===== config.mk =====
export PLATFORM = sky130hd
export DESIGN_NAME = apb_rr_master_arbiter
export DESIGN_NICKNAME = d
export VERILOG_FILES = /design/src/rtl/apb_rr_master_arbiter.sv
export SDC_FILE = /design/constraint.sdc
export NUM_CORES = 1
export LEC_CHECK = 0
export ABC_AREA = 1
export BUFFER_PORTS_ARGS = -buffer_cell sky130_fd_sc_hd__buf_4
export CAP_MARGIN = 15
export CORE_MARGIN = 4
export CORE_UTILIZATION = 30
export CTS_CLUSTER_SIZE = 12
export DETAILED_ROUTE_END_ITERATION = 7
export GPL_TIMING_DRIVEN = 0
export HOLD_SLACK_MARGIN = 0.1
export SETUP_SLACK_MARGIN = 0.3
export SLEW_MARGIN = 5
export SYNTH_ARGS = -nofsm -noshare
export SYNTH_HDL_FRONTEND = slang
export SYNTH_SLANG_ARGS = --single-unit

===== constraint.sdc =====
create_clock -name i_clk -period 4.1 [get_ports i_clk]
set_input_delay 1.025 -clock i_clk [delete_from_list [all_inputs] [get_ports i_clk]]
set_output_delay 1.025 -clock i_clk [all_outputs]
set_load 0.01 [all_outputs]

===== src/rtl/apb_rr_master_arbiter.sv =====
// Two-requester round-robin APB master: grants one request at a time, runs SETUP/ACCESS,
// and returns read data / error to the granted requester, aborting ACCESS after TIMEOUT cycles.
module apb_rr_master_arbiter #(
  parameter int ADDR_WIDTH = 7,
  parameter int DATA_WIDTH = 32,
  parameter int TIMEOUT    = 16
) (
  input  logic                    i_clk,
  input  logic                    i_rst,
  input  logic [1:0]              i_req_valid,
  input  logic [1:0]              i_req_write,
  input  logic [2*ADDR_WIDTH-1:0] i_req_addr,
  input  logic [2*DATA_WIDTH-1:0] i_req_wdata,
  output logic [1:0]              o_req_ack,
  output logic [1:0]              o_rsp_valid,
  output logic [DATA_WIDTH-1:0]   o_rsp_rdata,
  output logic                    o_rsp_err,
  output logic                    o_PSEL,
  output logic                    o_PENABLE,
  output logic                    o_PWRITE,
  output logic [ADDR_WIDTH-1:0]   o_PADDR,
  output logic [DATA_WIDTH-1:0]   o_PWDATA,
  input  logic                    i_PREADY,
  input  logic [DATA_WIDTH-1:0]   i_PRDATA,
  input  logic                    i_PSLVERR,
  output logic [1:0]              o_dbg_state
);

  localparam int CNT_W = $clog2(TIMEOUT + 1);

  // Request side: valid/write/addr/wdata are held by the requester until o_req_ack pulses;
  // requests are only sampled in IDLE, and a valid still high afterwards is a new request.
  typedef enum logic [1:0] {
    IDLE   = 2'd0,
    SETUP  = 2'd1,
    ACCESS = 2'd2
  } state_t;

  state_t                  state_q, state_d;
  logic [CNT_W-1:0]        cnt_q, cnt_d;
  logic                    last_grant_q, last_grant_d;
  logic                    grant_q, grant_d;
  logic                    pick;
  logic [1:0]              ack_d, rsp_valid_d;
  logic [DATA_WIDTH-1:0]   rdata_d;
  logic                    err_d;
  logic                    psel_d, penable_d, pwrite_d;
  logic [ADDR_WIDTH-1:0]   paddr_d;
  logic [DATA_WIDTH-1:0]   pwdata_d;

  assign o_dbg_state = state_q;

  always_ff @(posedge i_clk or posedge i_rst) begin
    if (i_rst) begin
      state_q      <= IDLE;
      cnt_q        <= '0;
      last_grant_q <= 1'b1;
      grant_q      <= 1'b0;
      o_req_ack    <= '0;
      o_rsp_valid  <= '0;
      o_rsp_rdata  <= '0;
      o_rsp_err    <= 1'b0;
      o_PSEL       <= 1'b0;
      o_PENABLE    <= 1'b0;
      o_PWRITE     <= 1'b0;
      o_PADDR      <= '0;
      o_PWDATA     <= '0;
    end else begin
      state_q      <= state_d;
      cnt_q        <= cnt_d;
      last_grant_q <= last_grant_d;
      grant_q      <= grant_d;
      o_req_ack    <= ack_d;
      o_rsp_valid  <= rsp_valid_d;
      o_rsp_rdata  <= rdata_d;
      o_rsp_err    <= err_d;
      o_PSEL       <= psel_d;
      o_PENABLE    <= penable_d;
      o_PWRITE     <= pwrite_d;
      o_PADDR      <= paddr_d;
      o_PWDATA     <= pwdata_d;
    end
  end

  // On contention the requester that did not win last time goes first.
  assign pick = (i_req_valid == 2'b11) ? ~last_grant_q : i_req_valid[1];

  always_comb begin
    state_d      = state_q;
    cnt_d        = cnt_q;
    last_grant_d = last_grant_q;
    grant_d      = grant_q;
    ack_d        = '0;
    rsp_valid_d  = '0;
    rdata_d      = '0;
    err_d        = 1'b0;
    psel_d       = o_PSEL;
    penable_d    = o_PENABLE;
    pwrite_d     = o_PWRITE;
    paddr_d      = o_PADDR;
    pwdata_d     = o_PWDATA;
    case (state_q)
      IDLE: begin
        if (|i_req_valid) begin
          state_d      = SETUP;
          grant_d      = pick;
          last_grant_d = pick;
          ack_d        = pick ? 2'b10 : 2'b01;
          psel_d       = 1'b1;
          penable_d    = 1'b0;
          pwrite_d     = pick ? i_req_write[1] : i_req_write[0];
          paddr_d      = pick ? i_req_addr[2*ADDR_WIDTH-1:ADDR_WIDTH] : i_req_addr[ADDR_WIDTH-1:0];
          pwdata_d     = pick ? i_req_wdata[2*DATA_WIDTH-1:DATA_WIDTH] : i_req_wdata[DATA_WIDTH-1:0];
        end
      end
      SETUP: begin
        state_d   = ACCESS;
        penable_d = 1'b1;
        cnt_d     = '0;
      end
      ACCESS: begin
        if (i_PREADY) begin
          state_d     = IDLE;
          psel_d      = 1'b0;
          penable_d   = 1'b0;
          rsp_valid_d = grant_q ? 2'b10 : 2'b01;
          rdata_d     = o_PWRITE ? '0 : i_PRDATA;
          err_d       = i_PSLVERR;
        end else if (cnt_q == CNT_W'(TIMEOUT - 1)) begin
          // Slave never answered: release the bus and report an error.
          state_d     = IDLE;
          psel_d      = 1'b0;
          penable_d   = 1'b0;
          rsp_valid_d = grant_q ? 2'b10 : 2'b01;
          err_d       = 1'b1;
        end else begin
          cnt_d = cnt_q + CNT_W'(1);
        end
      end
      default: begin
        state_d   = IDLE;
        psel_d    = 1'b0;
        penable_d = 1'b0;
      end
    endcase
  end

endmodule


==> results.cfg <==
[synth]
synth_flop_cell = dfrtp_1
yosys_warnings = 0
syn_area_per_cell_um2 = 8.21
ys_types = 24
syn-num-nets = 604
ys_async_sr_fraction_pct = 100
synth_edf_count = 0
yosysSeqAreaShare_pct = 54.8
synthCells = 484
ys_ff_latch = 87
netlist_area_um2 = 3970

[clock_network]
hold_buffers = 0
clkTransAtPathRegs_ns = 0.07
clk_path_buf_depth = 2
cts_resized = 0
cts_tree = yes
clkLatencyLatePin_ns = 0.33
postCtsSetupBuffers = 0
cts_made_buffers = 9
cts_sinks = 87
root_buffer = clkbuf_16
cts_max_level = 3

[cells_and_area]
layout_commonest_cell = buf_4
nets = 813
post-route-util_pct = 47.2
most-common-layout-cells = buf_4 (204), nand2_1 (201), dfrtp_1 (86), nand3_1 (46), nor2_1 (45)
final_area_um2 = 6030
synthToLayoutAreaGrowth_pct = 51.6
n_antenna_cell = 0
drive_gt1_share_pct = 35.7

[worst_setup_path]
endpoint_kind = primary output
crit_buf_inv = 2
cp_cell_sequence = buf_4 -> buf_4
timing.rr.end = cnt_q[3]$_DFFE_PP0P_
max_stage_delay_ns = 0.42
cp.arrival_ns = 1.03
crit_path_top_delay_cell = dfrtp_1
regToRegSetupSlack_ns = 2.41
r2r-start = cnt_q[0]$_DFFE_PP0P_
cpMostUsedCell = buf_4
crit_family = flip-flops
cp.required_ns = 3.07
startpoint_type = flip-flop
r2r_cells = 10
crit_start = o_PENABLE$_DFFE_PP0P_
critPathMaxFanout = 4
critPathKind = flip-flop to primary output

[sta]
tns_ns = 0
post-route-period-util_pct = 50.2
clock.fmax_ghz = 0.486
fin_hold_ws_ns = 0.421
slew_violations = 0
rsz0062_at_grt = false
worst_slew_pin_slew_ns = 0.467
hold_violations = 0
fin_crit_ns = 2.06
slew_headroom_pct = 68.9
setup_viol = 0
fin_skew_ns = 0.00561

[power]
powerDensity_nw_per_um2 = 614
total_power_mw = 3.70
p_leak_nw = 3.38
vdd_drop_max_uv = 215

[routing]
drtIter0Drc = 138
postRouteAntennaNets = 0
wl_um = 11900
avgViaCountPerCell = 4.27
wl_per_cell_um = 13.7
first_pass_iters = 4
drc = 0
vias = 3718

[global_route]
grt_pass1_wl_um = 18500
track_usage_pct = 15.6
grt_pass1_vias = 3708
antenna_found_initial = 0
overflow = 0
grt_max_degree = 55

[outcome]
outcome = finished, final reports clean

[worst_hold_path]
hp-start = grant_q$_DFFE_PP0P_
min-delay-path-class = flip-flop to flip-flop
hold_path_end = o_rsp_valid[0]$_DFF_PP0_
hold_depth = 1

[floorplan]
io_pins = 199
rows = 41
fp.dieH_um = 123
dieArea_um2 = 15200
start_util_pct = 31.1
die_width_um = 123
core_area_um2 = 12800

[place]
gp_congestion = 0.835
dpl.hpwl_um = 9280
io_buffers = 197
post_dp_cell_area_um2 = 5700

[run]
max-cap-violations = 0
[Yosys cell counts (2+ instances only)]
| library cell | instances | share of area, % |
|---|---|---|
| nor2_1 | 45 | 4.3 |
| nand2_2 | 2 | 0.31 |
| clkbuf_1 | 2 | 0.19 |
| dfrtp_1 | 86 | 54 |
| nand2_1 | 201 | 19 |
| ha_1 | 2 | 0.63 |
| inv_1 | 37 | 3.5 |
| buf_2 | 11 | 1.4 |
| nand3b_1 | 26 | 4.9 |
| buf_6 | 7 | 2.0 |
| buf_4 | 7 | 1.3 |
| nand3_1 | 46 | 5.8 |
[logic make-up (layout without fill, tap and decap cells)]
logic type / count (synthesis) / after routing / share of synthesized area (%)
adder cells (fa/ha/maj): 2 / 2 / 0.630
AND/OR/NAND/NOR: 324 / 324 / 35.4
AO/OA/AOI/OAI: 2 / 2 / 0.252
buffers and inverters: 69 / 283 / 8.94
flip-flops: 87 / 87 / 54.8
[metal layers]
metal  track usage [%]  vias up  wire length (um)
li1                  -     1893                 -
met1              20.3     1672              5190
met2              26.1      144              5600
met3              3.29        9               955
met4              4.78        0               135
met5                 0        -                 0
[how the worst max path moves through the flow]
stage | end | slack (ns) | depth (start not counted)
floorplan | cnt_q[0]$_DFFE_PP0P_ | 0.83 | 1
global placement | o_PWDATA[28]$_DFFE_PP0P_ | -0.22 | 2
detailed placement | o_PWDATA[30]$_DFFE_PP0P_ | 1.88 | 8
CTS | o_dbg_state[1] | 2.01 | 2
global route | o_dbg_state[1] | 1.99 | 2
finish | o_dbg_state[1] | 2.04 | 2
[cell type report]
type                       instances  area (um2)
buffer                            29         203
sequential                        87        2180
fill                            1270        6750
clock buffer                       9         225
inverter                          40         155
multi-input combinational        328        1440
tap                              172         215
timing repair buffer             198        1510
clock inverter                     7         103
[worst register-to-register path: cells and delay by family, from the launching register on]
kind                       cells  cell delay, ns
DFF                            1            0.40
buffers and inverters          1            0.05
adders and majority gates      2            0.40
and+or+nand+nor                7            0.72
[stage by stage]
stage	instances	setup WS (ns)
after floorplan	484	0.826
final	870	2.04
after detailed placement	854	1.88
after global routing	870	1.99
after CTS	870	2.01
after global placement	853	-0.219
[state kept, by name, summed over array words and instances (netlist names), 2 cells and up]
register	cells
o_rsp_rdata	32
o_PADDR	7
o_rsp_valid	2
cnt_q	5
o_PWDATA	32
o_req_ack	2
[power by group]
group	switching, mW	internal (mW)	leakage [nW]
combinational	0.828	0.693	2.10
sequential	0.162	1.14	1.13
clock	0.342	0.540	0.157
(Power assumes the default switching activity.)
